[src/rtl/pattern_sweep_capture.sv]
`default_nettype none
// ============================================================================
// Module  : pattern_sweep_capture
// Brief   : Exhaustive ascending stimulus sweep with response bitmap + MISR.
// Revision: 1.0
// ============================================================================
module pattern_sweep_capture #(
    parameter int                IN_W     = 4,
    parameter int                SETTLE   = 1,
    parameter int                SIG_W    = 16,
    parameter logic [SIG_W-1:0]  SIG_POLY = 16'h1021,
    parameter logic [SIG_W-1:0]  SIG_SEED = 16'hFFFF
) (
    input  logic                    CK,
    input  logic                    reset,
    input  logic                    start,
    input  logic                    abort,
    output logic [IN_W-1:0]         dut_in,
    input  logic                    dut_out,
    output logic                    busy,
    output logic                    done,
    output logic [IN_W-1:0]         vec_idx,
    output logic [(1<<IN_W)-1:0]    resp_map,
    output logic [SIG_W-1:0]        signature
);

    localparam int              c_NPAT      = 1 << IN_W;
    localparam logic [IN_W-1:0] c_LAST      = IN_W'(c_NPAT - 1);
    localparam logic [3:0]      c_SETTLE_LD = 4'(SETTLE - 1);

    typedef enum logic [1:0] {
        S_IDLE   = 2'd0,
        S_WAIT   = 2'd1,
        S_SAMPLE = 2'd2,
        S_DONE   = 2'd3
    } state_t;

    state_t              r_state;
    logic [3:0]          r_cnt;
    logic [IN_W-1:0]     r_idx;
    logic                r_busy;
    logic                r_done;
    logic [c_NPAT-1:0]   r_map;
    logic [SIG_W-1:0]    r_sig;
    logic [1:0]          r_rst_sync;
    logic                w_rst_n;
    logic [SIG_W-1:0]    w_sig_next;

    // Assertion propagates immediately; release is retimed through two flops.
    always_ff @(posedge CK or negedge reset) begin
        if (!reset) begin
            r_rst_sync <= 2'b00;
        end else begin
            r_rst_sync <= {r_rst_sync[0], 1'b1};
        end
    end

    assign w_rst_n = r_rst_sync[1];

    assign w_sig_next = {r_sig[SIG_W-2:0], 1'b0}
                      ^ (r_sig[SIG_W-1] ? SIG_POLY : {SIG_W{1'b0}})
                      ^ {{(SIG_W-1){1'b0}}, dut_out};

    always_ff @(posedge CK or negedge w_rst_n) begin
        if (!w_rst_n) begin
            r_state <= S_IDLE;
            r_cnt   <= 4'd0;
            r_idx   <= '0;
            r_busy  <= 1'b0;
            r_done  <= 1'b0;
            r_map   <= '0;
            r_sig   <= '0;
        end else if (abort) begin
            // Partial results stay visible for post-mortem inspection.
            r_state <= S_IDLE;
            r_idx   <= '0;
            r_busy  <= 1'b0;
            r_done  <= 1'b0;
        end else begin
            case (r_state)
                S_IDLE, S_DONE: begin
                    if (start) begin
                        r_map   <= '0;
                        r_sig   <= SIG_SEED;
                        r_idx   <= '0;
                        r_cnt   <= c_SETTLE_LD;
                        r_busy  <= 1'b1;
                        r_done  <= 1'b0;
                        r_state <= S_WAIT;
                    end
                end
                S_WAIT: begin
                    if (r_cnt == 4'd0) begin
                        r_state <= S_SAMPLE;
                    end else begin
                        r_cnt <= r_cnt - 4'd1;
                    end
                end
                S_SAMPLE: begin
                    r_map[r_idx] <= dut_out;
                    r_sig        <= w_sig_next;
                    if (r_idx == c_LAST) begin
                        r_busy  <= 1'b0;
                        r_done  <= 1'b1;
                        r_state <= S_DONE;
                    end else begin
                        r_idx   <= r_idx + 1'b1;
                        r_cnt   <= c_SETTLE_LD;
                        r_state <= S_WAIT;
                    end
                end
                default: r_state <= S_IDLE;
            endcase
        end
    end

    assign dut_in    = r_idx;
    assign vec_idx   = r_idx;
    assign busy      = r_busy;
    assign done      = r_done;
    assign resp_map  = r_map;
    assign signature = r_sig;

endmodule
`default_nettype wire

[config.mk]
export PLATFORM = sky130hd
export DESIGN_NAME = pattern_sweep_capture
export DESIGN_NICKNAME = d
export VERILOG_FILES = /design/src/rtl/pattern_sweep_capture.sv
export SDC_FILE = /design/constraint.sdc
export NUM_CORES = 1
export LEC_CHECK = 0
export CAP_MARGIN = 20
export CORE_MARGIN = 2
export CORE_UTILIZATION = 40
export DETAILED_ROUTE_END_ITERATION = 7
export HOLD_SLACK_MARGIN = 0.15
export SLEW_MARGIN = 20
export SYNTH_ARGS = -nofsm -noshare
export SYNTH_HDL_FRONTEND = slang
export SYNTH_SLANG_ARGS = --single-unit
[constraint.sdc]
create_clock -name CK -period 3 [get_ports CK]
set_clock_uncertainty 0.1 [all_clocks]
set_input_delay 0.9 -clock CK [delete_from_list [all_inputs] [get_ports CK]]
set_output_delay 0.9 -clock CK [all_outputs]
set_load 0.05 [all_outputs]
==> flow_metrics.tcl, run 1 <==
set metrics [dict create \
    timing.hold.ws_ns 0.262 \
    gr-total-overflow 0 \
    clockRootBuffer "clkbuf_8" \
    synth_area_um2 2260 \
    hp-class "flip-flop to flip-flop" \
    vias 1869 \
    fin_crit_ns 2.69 \
    antenna_found_initial 0 \
    dpl_cell_area_um2 2760 \
    use_met2_pct 24.8 \
    drt_pass1_iterations 4 \
    setup_viol 0 \
    synth_edf_count 0 \
    holdBufCountCts 0 \
    crit_type "flip-flop to primary output" \
    die_w_um 79.2 \
    cp_max_fo 9 \
    crit_chain "clkdlybuf4s50_1" \
    post_cts_resized 0 \
    clk_pin_slew_worst_paths_ns 0.09 \
    coreArea_um2 5470 \
    die-height_um 79.2 \
    pwr_density_cell_nw_per_um2 741 \
    slowest_stage "clkdlybuf4s50_1" \
    rows 27 \
    cp.arrival_ns 1.69 \
    cp_slowest_stage_delay_ns 0.87 \
    antenna_left 0 \
    antennaDiodeCount 0 \
    slew_violations 0 \
    finalNonFillerCells 353 \
    crit_buf_inv 1 \
    fin_crit_sh_pct 89.7 \
    drv_cap 0 \
    final_cell_area_um2 2870 \
    cts_tree "done" \
    vias_per_cell 5.29 \
    place_inst 345 \
    gr-max-usage-layer "met1" \
    finalSetupTns_ns 0 \
    synthesis.nets 251 \
    grt_max_degree 45 \
    leakage_nw 1.23 \
    worstMarginPinSlew_ns 0.948 \
    p_total_mw 2.13 \
    clockBufferDepth 2 \
    synth-seq-cells 46 \
    h-tree-depth 2 \
    cts_sinks 46 \
    ir_worst_vdd_mv 0.431 \
    slew_headroom_pct 36.8 \
    syn_area_per_cell_um2 9.47 \
    synth_cell_type_count 45 \
    grt_pass1_vias 1715 \
    start_util_pct 41.4 \
    drtIter0Drc 147 \
    drc_errors 0 \
    synth-seq-area-share_pct 50.9 \
    num_io_pins 47 \
    hold_violations 0 \
    layout_common_cells "clkdlybuf4s50_1, dfrtp_1, o21ai_0" \
    clk_latency_ns 0.31 \
    grt_pass1_wl_um 8490 \
    wl_per_cell_um 14.6 \
    cp-start-kind "flip-flop" \
    syn2layout_area_growth_pct 26.8 \
    fmax_mhz 371 \
    async_flop_share_pct 100 \
    use_met3_pct 3.98 \
    cp.required_ns 2.00 \
    rsz0062_at_grt "false" \
    grt_usage_pct 17.3 \
    synthCells 239 \
    drive_gt1_share_pct 7.47 \
    status "complete, no violations" \
    numCtsBuffers 5 \
    hpwl_um 3540 \
    fin_nets 292 \
    cts_setup_buffers 0 \
    gp_congestion 0.782 \
    wirelength_um 5150 \
    io_buffers 46 \
    num-fill-cells 506 \
    met1_usage_pct 25.4 \
    ys.flop_type "dfrtp_1" \
    cp-end-kind "primary output" \
    layout_commonest_cell "clkdlybuf4s50_1" \
    cpLargestDelayFamily "buffers and inverters" \
    yosys_warnings 0 \
    dieArea_um2 6280 \
]
metrics by stage:
| stage | setup WS [ns] | util, % |
|---|---|---|
| after global routing | 0.231 | 52.4 |
| final | 0.308 | 52.4 |
| after detailed placement | 0.289 | 50.4 |
| after CTS | 0.303 | 52.4 |
| after global placement | 0.364 | 50.4 |
| after floorplan | 0.998 | - |
metal layers:
layer  routed length [um]  share of wire [%]
met1                 2510                 49
met2                 2390                 46
met3                  223                4.3
met4                   32               0.62
met5                    0                  0
sequential cells by signal (all words and copies together) (netlist names):
register,cells
resp_map,16
signature,16
dut_in,4
r_cnt,4
r_rst_sync,2
r_state,2
busy,1
done,1
Yosys cell counts (all sizes together) (2+ instances only):
master | number | area, um2
o21ai | 52 | 260
dfrtp | 46 | 1150
inv | 22 | 82.6
a21oi | 21 | 109
buf | 12 | 76.3
nand2 | 10 | 37.5
nor2 | 10 | 37.5
ha | 7 | 87.6
a31oi | 6 | 37.5
nand2b | 6 | 45.0
clkbuf | 5 | 20.0
nand3 | 5 | 25.0
nor2b | 5 | 38.8
o22ai | 3 | 18.8
xnor2 | 3 | 26.3
and2 | 2 | 12.5
and3 | 2 | 12.5
mux2i | 2 | 20.0
nand4 | 2 | 12.5
nor3 | 2 | 15.0
worst paths after layout:
path                       slack [ns]                     from  depth (start not counted)                  endpoint
hold reg to reg                  0.26  r_rst_sync[0]$_DFF_PN0_                          0   r_rst_sync[1]$_DFF_PN0_
setup reg to reg                 0.89   r_state[0]$_DFFE_PN0P_                          6   resp_map[8]$_DFFE_PN0P_
hold / removal                   0.26  r_rst_sync[0]$_DFF_PN0_                          0   r_rst_sync[1]$_DFF_PN0_
max in group asynchronous        1.89  r_rst_sync[1]$_DFF_PN0_                          0   resp_map[1]$_DFFE_PN0P_
setup / recovery                 0.31    dut_in[2]$_DFFE_PN0P_                          1                 dut_in[2]
min in group asynchronous        0.32  r_rst_sync[1]$_DFF_PN0_                          0  resp_map[15]$_DFFE_PN0P_
kinds of logic after synthesis:
| family | count (synthesis) | share of synthesized area [%] |
|---|---|---|
| AOI/OAI and AO/OA | 91 | 22.2 |
| xor gates and xnor gates | 3 | 1.16 |
| adders and majority gates | 7 | 3.87 |
| buffers and inverters | 39 | 7.90 |
| DFF | 46 | 50.9 |
| muxes | 2 | 0.885 |
| other | 1 | 0.166 |
| and+or+nand+nor | 50 | 13.0 |
power by group:
part / internal, mW / leakage, nW / switching [mW]
Combinational: 0.286 / 0.606 / 0.553
Sequential: 0.726 / 0.574 / 0.0870
Clock: 0.248 / 0.0504 / 0.225
Total: 1.26 / 1.23 / 0.866
layout make-up:
type | count | area (um2) | area share (%)
Clock buffer | 5 | 68.8 | 2.40
Clock inverter | 3 | 45.0 | 1.57
Inverter | 22 | 82.6 | 2.88
Multi-Input combinational cell | 154 | 933 | 32.5
Sequential cell | 46 | 1150 | 40.1
Tap cell | 72 | 90.1 | 3.14
Timing Repair Buffer | 51 | 498 | 17.3
No activity file was read; power rests on OpenSTA's default activity.
==> run 2, diff against run 1 <==
--- a/config.mk
+++ b/config.mk
@@ -7,9 +7,10 @@
 export LEC_CHECK = 0
 export CAP_MARGIN = 20
 export CORE_MARGIN = 2
-export CORE_UTILIZATION = 40
+export CORE_UTILIZATION = 55
 export DETAILED_ROUTE_END_ITERATION = 7
 export HOLD_SLACK_MARGIN = 0.15
+export PLACE_DENSITY = 0.85
 export SLEW_MARGIN = 20
 export SYNTH_ARGS = -nofsm -noshare
 export SYNTH_HDL_FRONTEND = slang
==> flow_metrics.tcl, run 2 (synthesis gave the netlist of run 1 again) <==
set metrics [dict create \
    vias_per_cell 5.63 \
    slew_headroom_pct 37.2 \
    drtIter0Drc 261 \
    hold_violations 0 \
    grt_max_degree 45 \
    layout_common_cells "clkdlybuf4s50_1, dfrtp_1, o21ai_0" \
    cp-end-kind "primary output" \
    antenna_found_initial 0 \
    drc_errors 0 \
    p_comb_share_pct 39.8 \
    layout_commonest_cell "clkdlybuf4s50_1" \
    finalSetupTns_ns 0 \
    clk_pin_slew_worst_paths_ns 0.09 \
    h-tree-depth 2 \
    coreArea_um2 3970 \
    die-height_um 68.2 \
    rows 23 \
    fmax_mhz 359 \
    num_io_pins 47 \
    grt_pass1_vias 1695 \
    cp.arrival_ns 1.79 \
    drv_cap 0 \
    rsz0062_at_grt "false" \
    ir_worst_vdd_mv 0.402 \
    cp-start-kind "flip-flop" \
    wirelength_um 4880 \
    leakage_nw 1.22 \
    crit_buf_inv 1 \
    rrSetupSlack_ns 0.90 \
    status "complete, no violations" \
    cp_slowest_stage_delay_ns 0.88 \
    hpwl_um 3400 \
    fin_crit_sh_pct 92.8 \
    gp_congestion 0.876 \
    cts_setup_buffers 0 \
    cp.required_ns 2.00 \
    dp_slack_ns 0.323 \
    antennaDiodeCount 0 \
    pwr_density_cell_nw_per_um2 748 \
    clk_latency_ns 0.30 \
    fin_nets 289 \
    drive_gt1_share_pct 5.76 \
    holdBufCountCts 0 \
    post_cts_resized 0 \
    worstMarginPinSlew_ns 0.942 \
    drt_pass1_iterations 5 \
    fin_crit_ns 2.79 \
    grt_pass1_wl_um 7980 \
    start_util_pct 57.0 \
    cp_max_fo 15 \
    slowest_stage "clkdlybuf4s50_1" \
    gr-total-overflow 0 \
    p_seq_share_pct 38.7 \
    dieArea_um2 4640 \
    numCtsBuffers 5 \
    syn2layout_area_growth_pct 24.3 \
    pwr-share-clk_pct 21.5 \
    wl_per_cell_um 14.9 \
    cpLargestDelayFamily "buffers and inverters" \
    vias 1845 \
    power_switching_mw 0.844 \
    antenna_left 0 \
    switching_share_pct 40.1 \
    setup_slack_ns 0.215 \
    io_buffers 46 \
    slew_violations 0 \
    clockBufferDepth 2 \
    hp-class "flip-flop to flip-flop" \
    cts_sinks 46 \
    cts_tree "done" \
    setup_viol 0 \
    crit_type "flip-flop to primary output" \
    die_w_um 68.2 \
    intPower_mw 1.26 \
    clockRootBuffer "clkbuf_8" \
    crit_chain "clkdlybuf4s50_1" \
    grt_usage_pct 23.3 \
]
[run 2: changes by cell type in the layout (fill, tap and decap cells not counted), sizes merged]
cell	before	now
buf	5	2
clkbuf	5	7
clkinvlp	2	0
[run 2: cell type report]
class | count | area (um2)
tap | 50 | 62.6
clock buffer | 7 | 76.3
fill | 312 | 1160
timing repair buffer | 48 | 475
inverter | 22 | 82.6
clock inverter | 1 | 30.0
sequential | 46 | 1150
multi-input combinational | 154 | 933
[run 2: power groups by stage]
stage	Sequential, mW	Combinational [mW]	Clock, mW
2_1_floorplan	1.10	0.322	0
3_3_place_gp	0.822	0.820	0
3_5_place_dp	0.828	0.839	0
4_1_cts	0.816	0.842	0.460
5_1_grt	0.833	0.904	0.481
6_report	0.814	0.838	0.453
[run 2: final timing paths]
kind / cells after the start / from / endpoint
min in group asynchronous: 0 / r_rst_sync[1]$_DFF_PN0_ / r_cnt[0]$_DFFE_PN0P_
max: 1 / dut_in[2]$_DFFE_PN0P_ / vec_idx[2]
min reg2reg: 0 / r_rst_sync[0]$_DFF_PN0_ / r_rst_sync[1]$_DFF_PN0_
max in group asynchronous: 0 / r_rst_sync[1]$_DFF_PN0_ / signature[9]$_DFFE_PN0P_
max reg2reg: 6 / r_state[0]$_DFFE_PN0P_ / resp_map[1]$_DFFE_PN0P_
min: 0 / r_rst_sync[0]$_DFF_PN0_ / r_rst_sync[1]$_DFF_PN0_
[run 2: routing by layer]
layer	GRT usage, %	share of wire, %
met3	5.43	5.3
met1	32.8	45
met4	9.00	1.9
met2	35.0	48
met5	0	0
[run 2: metrics by stage]
| stage | power, mW | instance area (um2) | hold WS (ns) | utilization, % | std cells |
|---|---|---|---|---|---|
| after global routing | 2.22 | 2810 | 0.270 | 70.8 | 328 |
| after floorplan | 1.42 | 2260 | 0.231 | - | 239 |
| after detailed placement | 1.67 | 2710 | 0.241 | 68.1 | 320 |
| after global placement | 1.64 | 2710 | 0.236 | 68.1 | 320 |
| final | 2.10 | 2810 | 0.264 | 70.8 | 328 |
| after CTS | 2.12 | 2810 | 0.259 | 70.8 | 328 |
==> run 3, diff against run 2 <==
--- a/config.mk
+++ b/config.mk
@@ -11,6 +11,7 @@
 export DETAILED_ROUTE_END_ITERATION = 7
 export HOLD_SLACK_MARGIN = 0.15
 export PLACE_DENSITY = 0.85
+export SKIP_LAST_GASP = 1
 export SLEW_MARGIN = 20
 export SYNTH_ARGS = -nofsm -noshare
 export SYNTH_HDL_FRONTEND = slang
==> results of run 3 <==
No change in the layout: final DEF, timing and power equal those of run 2.
==> edit 1, RTL diff (config.mk and constraints of run 3) <==
Change the parameter `SIG_W` from 16 to 24.
--- a/src/rtl/pattern_sweep_capture.sv
+++ b/src/rtl/pattern_sweep_capture.sv
@@ -7,7 +7,7 @@
 module pattern_sweep_capture #(
     parameter int                IN_W     = 4,
     parameter int                SETTLE   = 1,
-    parameter int                SIG_W    = 16,
+    parameter int                SIG_W    = 24,
     parameter logic [SIG_W-1:0]  SIG_POLY = 16'h1021,
     parameter logic [SIG_W-1:0]  SIG_SEED = 16'hFFFF
 ) (
Interface: changed (resized signature); port bits go from 47 to 55. The function was not compared with the original's and may differ.
==> edit 1 against run 3 <==
Setup slack gained 0.14 ns; maximum frequency grew 5.3%; core utilization grew 2.0 points; count of clock-buffer cells in the layout shrank 1; cell area grew 15%; wire length grew 14%; die area grew 13%; synthesized area grew 14%; sequential cell count grew 8; highest routed layer unchanged.
Power is not compared: it rests on default switching activity, and its combinational part moved more than twofold at a synthesized area within 25%.
==> edit 1: results (changes against run 3) <==
- The slack of the worst reg-to-reg path was 0.88 ns (was 0.90 ns).
- Number of fillers in the final layout: 345 (was 312)
- HPWL after detailed placement: 3.953 mm (was 3.400 mm)
- Synth Area in Adders: 3.400% (was 3.870%)
- Gr usage total: 23.15% (was 23.30%)
* Number of distinct library cells after synthesis: 44 (was 45)
- The count of TritonRoute iterations in the first routing pass was 6 (was 5).
- Num sequential: 54 (was 46)
- Area of all sequential standard cells: 1355 µm² (was 1152 µm²)
- Post-synthesis compound-gate area fraction: 18.07% (was 22.17%)
- The worst setup slack after layout came to 0.3552 ns (was 0.2148 ns).
- The endpoint of the most critical register-to-register path is resp_map[12] (was resp_map[1]).
- The sequential fraction of the synthesis area is 52.45% (was 50.86%).
- Global-route wire length before repair: 9.487 mm (was 7.976 mm)
- The start point of the critical path is signature[23] (was dut_in[2]).
- Inverters excl. clock: 25 (was 22)
- Status: finished, final reports clean (unchanged).
- Most area-consuming cells after synthesis: sky130_fd_sc_hd__dfrtp_1 52%, sky130_fd_sc_hd__a31oi_1 4.6%, sky130_fd_sc_hd__nand2_1 4.1%, sky130_fd_sc_hd__o21ai_1 3.7%, sky130_fd_sc_hd__inv_1 3.6% (was sky130_fd_sc_hd__dfrtp_1 51%, sky130_fd_sc_hd__o21ai_0 8.0%, sky130_fd_sc_hd__a21oi_1 4.4%, sky130_fd_sc_hd__ha_1 3.9%, sky130_fd_sc_hd__o21ai_1 3.5%).
- Setup WS pre-CTS: 0.3436 ns (was 0.3235 ns)
- The area growth from synthesis to final layout was 25.55% (was 24.27%).
* Weighted congestion at the end of routability-driven global placement: 0.8157 (was 0.8764)
- The largest fanout of any net on the critical path came to 5 (was 15).
- The number of vias per cell came to 5.614 (was 5.625).
* Non-clock buffers: 59 (was 48)
* Biggest cell delay along the critical path: 0.85 ns (was 0.88 ns)
- The area of the multi-input gates is 1030 µm² (was 933.4 µm²).
- The slowest cell on the critical path is sky130_fd_sc_hd__clkdlybuf4s50_1 (unchanged).
* Ratio of cells with drive above 1 in the final layout: 7.165% (was 5.755%)
* Buffers added on ports: 54 (was 46)
- Type of the tightest min-delay check: reg -> async (was reg -> reg)
- Net count of the finished layout: 333 (was 289)
* Multi-input gates: 176 (was 154)
* Arrival time at the worst endpoint: 1.64 ns (was 1.79 ns)
- Detailed router's first-iteration violation count: 185 (was 261)
- Area after DPL: 3119 µm² (was 2706 µm²)
- The clock buffer count in the final layout came to 6 (was 7).
- The fraction of area in non-clock buffers was 17.87% (was 16.90%).
- Clock Network Area Fraction: 3.482% (was 3.781%)
* Worst slew slack as a fraction of its limit: 55.87% (was 37.19%)
* Multiplexer share of the synthesized area: 1.214% (was 0.8845%)
* Number of global-route vias before repair: 2009 (was 1695)
- The share of the synthesized netlist area taken by xor and xnor gates came to 1.020% (was 1.161%).
==> edit 1: layer usage <==
layer | vias to the layer above | wire (µm) | global-route usage [%]
li1 | 1025 | - | -
met3 | 10 | 241 | 4.167
met4 | 0 | 79 | 7.613
met2 | 59 | 2861 | 37.41
met1 | 1000 | 2388 | 31.87
met5 | - | 0 | 0
==> edit 1: per-stage QoR <==
| stage | cells | util [%] | hold WS, ns |
|---|---|---|---|
| floorplan | 274 | - | 0.2312 |
| global placement | 366 | 70.19 | 0.2417 |
| detailed placement | 366 | 70.19 | 0.2416 |
| CTS | 373 | 72.72 | 0.2712 |
| global route | 373 | 72.78 | 0.2815 |
| finish | 373 | 72.78 | 0.2654 |
==> edit 1: power by group <==
part,internal [mW],leakage (nW),switching [mW]
logic,0.138,0.774,0.235
registers,0.761,0.659,0.0383
clock network,0.267,0.0573,0.222
==> edit 2, RTL diff (config.mk and constraints of run 3) <==
Without the edit above. Put one more register stage on the output `dut_in`, without a reset. The value now appears one clock later. The other outputs are not delayed to match.
--- a/src/rtl/pattern_sweep_capture.sv
+++ b/src/rtl/pattern_sweep_capture.sv
@@ -114,7 +114,9 @@
         end
     end
 
-    assign dut_in    = r_idx;
+    always_ff @(posedge CK) begin
+        dut_in <= r_idx;
+    end
     assign vec_idx   = r_idx;
     assign busy      = r_busy;
     assign done      = r_done;
Behaviour: not the same (Yosys sat finds a counterexample within 10 cycles, from zero or initial values and one cycle with reset low).
==> edit 2 against run 3 <==
Via count increased by 3.2%; sequential cell count increased by 4; global-route usage decreased by 0.13 points; critical path type unchanged; largest power group unchanged; cell count increased by 1.5%; synthesized area increased by 4.4%; cell area increased by 5.2%; largest cell class unchanged; count of clock-buffer cells in the layout decreased by 1; setup slack improved by 0.12 ns; total power increased by 12%; first-iteration DRC count decreased by 21%; wire length increased by 5.3%.
==> edit 2: results (changes against run 3) <==
* Detailed router's first-iteration violation count: 205 (was 261)
- Wire per inst: 15.44 µm (was 14.88 µm)
- The number of inserted filler cells in the final layout came to 305 (was 312).
- Cell types with the highest counts after synthesis: 46 x sky130_fd_sc_hd__dfrtp_1, 35 x sky130_fd_sc_hd__o21ai_0, 21 x sky130_fd_sc_hd__inv_1, 19 x sky130_fd_sc_hd__o21ai_1, 14 x sky130_fd_sc_hd__nor2_1 (was 46 x sky130_fd_sc_hd__dfrtp_1, 36 x sky130_fd_sc_hd__o21ai_0, 21 x sky130_fd_sc_hd__inv_1, 20 x sky130_fd_sc_hd__a21oi_1, 16 x sky130_fd_sc_hd__o21ai_1)
- Pin count of the biggest net entering global routing: 45 (unchanged)
* Sequential element share of the synthesized area: 52.12% (was 50.86%)
* Weighted congestion at the end of routability-driven global placement: 0.8577 (was 0.8764)
- The first-pass GRT wire length was 8.838 mm (was 7.976 mm).
* Total inserted antenna cells: 0 (unchanged)
* Net count of the finished layout: 294 (was 289)
* Post-detailed-route via-to-cell ratio: 5.718 (was 5.625)
- Number of resized instances in the post-cts repair step: 0 (unchanged)
- The cell type group with the largest total delay on the critical path is buffers and inverters (unchanged).
* Arrival time at the worst endpoint: 1.67 ns (was 1.79 ns)
- The maximum buffer depth of the clock tree was 2 (unchanged).
* Area after DPL: 2850 µm² (was 2706 µm²)
- The number of nets produced by synthesis is 249 (was 251).
- Gr usage total: 23.17% (was 23.30%)
- The detailed route wirelength on metal2 was 2.547 mm (was 2.334 mm).
- Maximum fanout encountered on the critical timing path: 8 (was 15)
- Status: finished, final reports clean (unchanged)
- Internal power consumption: 1.375 mW (was 1.260 mW)
- Number of distinct library cells after synthesis: 47 (was 45)
- The number of nets with antenna violations after detailed routing came to 0 (unchanged).
- The final non-filler cell area came to 2960 µm² (was 2813 µm²).
- The number of buffers created by CTS is 5 (unchanged).
- Ratio of cells with drive above 1 in the final layout: 8.834% (was 5.755%)
- Worst-Margin Slew: 0.9395 ns (was 0.9422 ns)
- The met3 wirelength from detailed routing is 286 µm (was 261 µm).
* LEAKAGE: 1.249 nW (was 1.215 nW)
- The slowest cell on the critical path was sky130_fd_sc_hd__clkdlybuf4s50_1 (unchanged).
- Maximum vdd ir drop: 419.0 µV (was 402.1 µV)
- HPWL after detailed placement: 3.564 mm (was 3.400 mm)
- Async set or reset register ratio after synthesis: 92.00% (was 100.0%)
- Most area-consuming cells after synthesis: sky130_fd_sc_hd__dfrtp_1 49%, sky130_fd_sc_hd__o21ai_0 7.4%, sky130_fd_sc_hd__o21ai_1 4.0%, sky130_fd_sc_hd__ha_1 3.7%, sky130_fd_sc_hd__dfxtp_1 3.4% (was sky130_fd_sc_hd__dfrtp_1 51%, sky130_fd_sc_hd__o21ai_0 8.0%, sky130_fd_sc_hd__a21oi_1 4.4%, sky130_fd_sc_hd__ha_1 3.9%, sky130_fd_sc_hd__o21ai_1 3.5%)
- Wire length on met1: 2.229 mm (was 2.191 mm)
* Biggest cell delay along the critical path: 0.86 ns (was 0.88 ns)
[edit 2: cell types whose count changed after synthesis, sizes merged, moves of 3 or more]
cell,before,now
buf,12,9
o21ai,52,55
dfxtp,0,4
nor2b,5,2
nand2b,6,3
o22ai,3,0
a21boi,0,9
a21oi,21,7
nor2,10,14
[edit 2: worst reg2reg max path: stages (launching register included)]
cell and delay (ns):
sky130_fd_sc_hd__dfrtp_1 0.38, sky130_fd_sc_hd__inv_1 0.07, sky130_fd_sc_hd__ha_1 0.32, sky130_fd_sc_hd__and2b_4 0.22
sky130_fd_sc_hd__or3_1 0.57, sky130_fd_sc_hd__o21ai_0 0.30, sky130_fd_sc_hd__o21ai_0 0.14
[edit 2: final timing paths]
check                                   start            end  slack [ns]  cells past startpoint
min in group asynchronous       r_rst_sync[1]   signature[6]        0.32                      0
worst max register to register     r_state[0]   resp_map[11]        0.78                      6
worst min register to register  r_rst_sync[0]  r_rst_sync[1]        0.26                      0
max in group asynchronous       r_rst_sync[1]    resp_map[3]        1.89                      0
worst max-delay path               vec_idx[0]     vec_idx[0]        0.33                      1
worst min-delay path            r_rst_sync[0]  r_rst_sync[1]        0.26                      0
[edit 2: cell type report]
| type | count | area share (%) |
|---|---|---|
| clock buffer | 6 | 2.451 |
| tap | 50 | 2.113 |
| multi-input combinational | 153 | 33.05 |
| sequential | 50 | 41.63 |
| timing repair buffer | 51 | 16.82 |
| inverter | 21 | 2.663 |
| clock inverter | 2 | 1.268 |
[edit 2: cells by family (layout without fill, tap and decap cells)]
kind of cell | count (synthesis) | count (layout) | share of synthesized area [%]
AOI/OAI and AO/OA | 95 | 95 | 25.00
DFF | 50 | 50 | 52.12
and+or+nand+nor | 45 | 45 | 10.59
buffers and inverters | 34 | 80 | 6.462
adders and majority gates | 7 | 7 | 3.707
xor gates and xnor gates | 3 | 3 | 1.112
muxes | 2 | 2 | 0.8475
other | 1 | 1 | 0.1587
[edit 2: power by group through the flow]
stage,clock network [mW],registers (mW),logic [mW]
2_1_floorplan,0,1.21,0.405
3_3_place_gp,0,0.900,0.960
3_5_place_dp,0,0.906,0.988
4_1_cts,0.481,0.895,0.993
5_1_grt,0.509,0.916,1.06
6_report,0.471,0.895,0.990
[edit 2: per-stage QoR]
stage,setup WS (ns),cells
after global placement,0.3353,325
after detailed placement,0.2038,325
after CTS,0.3296,333
after floorplan,0.9073,237
final,0.3325,333
after global routing,0.2721,333
[edit 2: layer usage]
metal,GRT usage (%),vias up
li1,-,911
met1,31.50,932
met2,36.32,54
met3,5.233,7
met4,8.932,0
met5,0,-
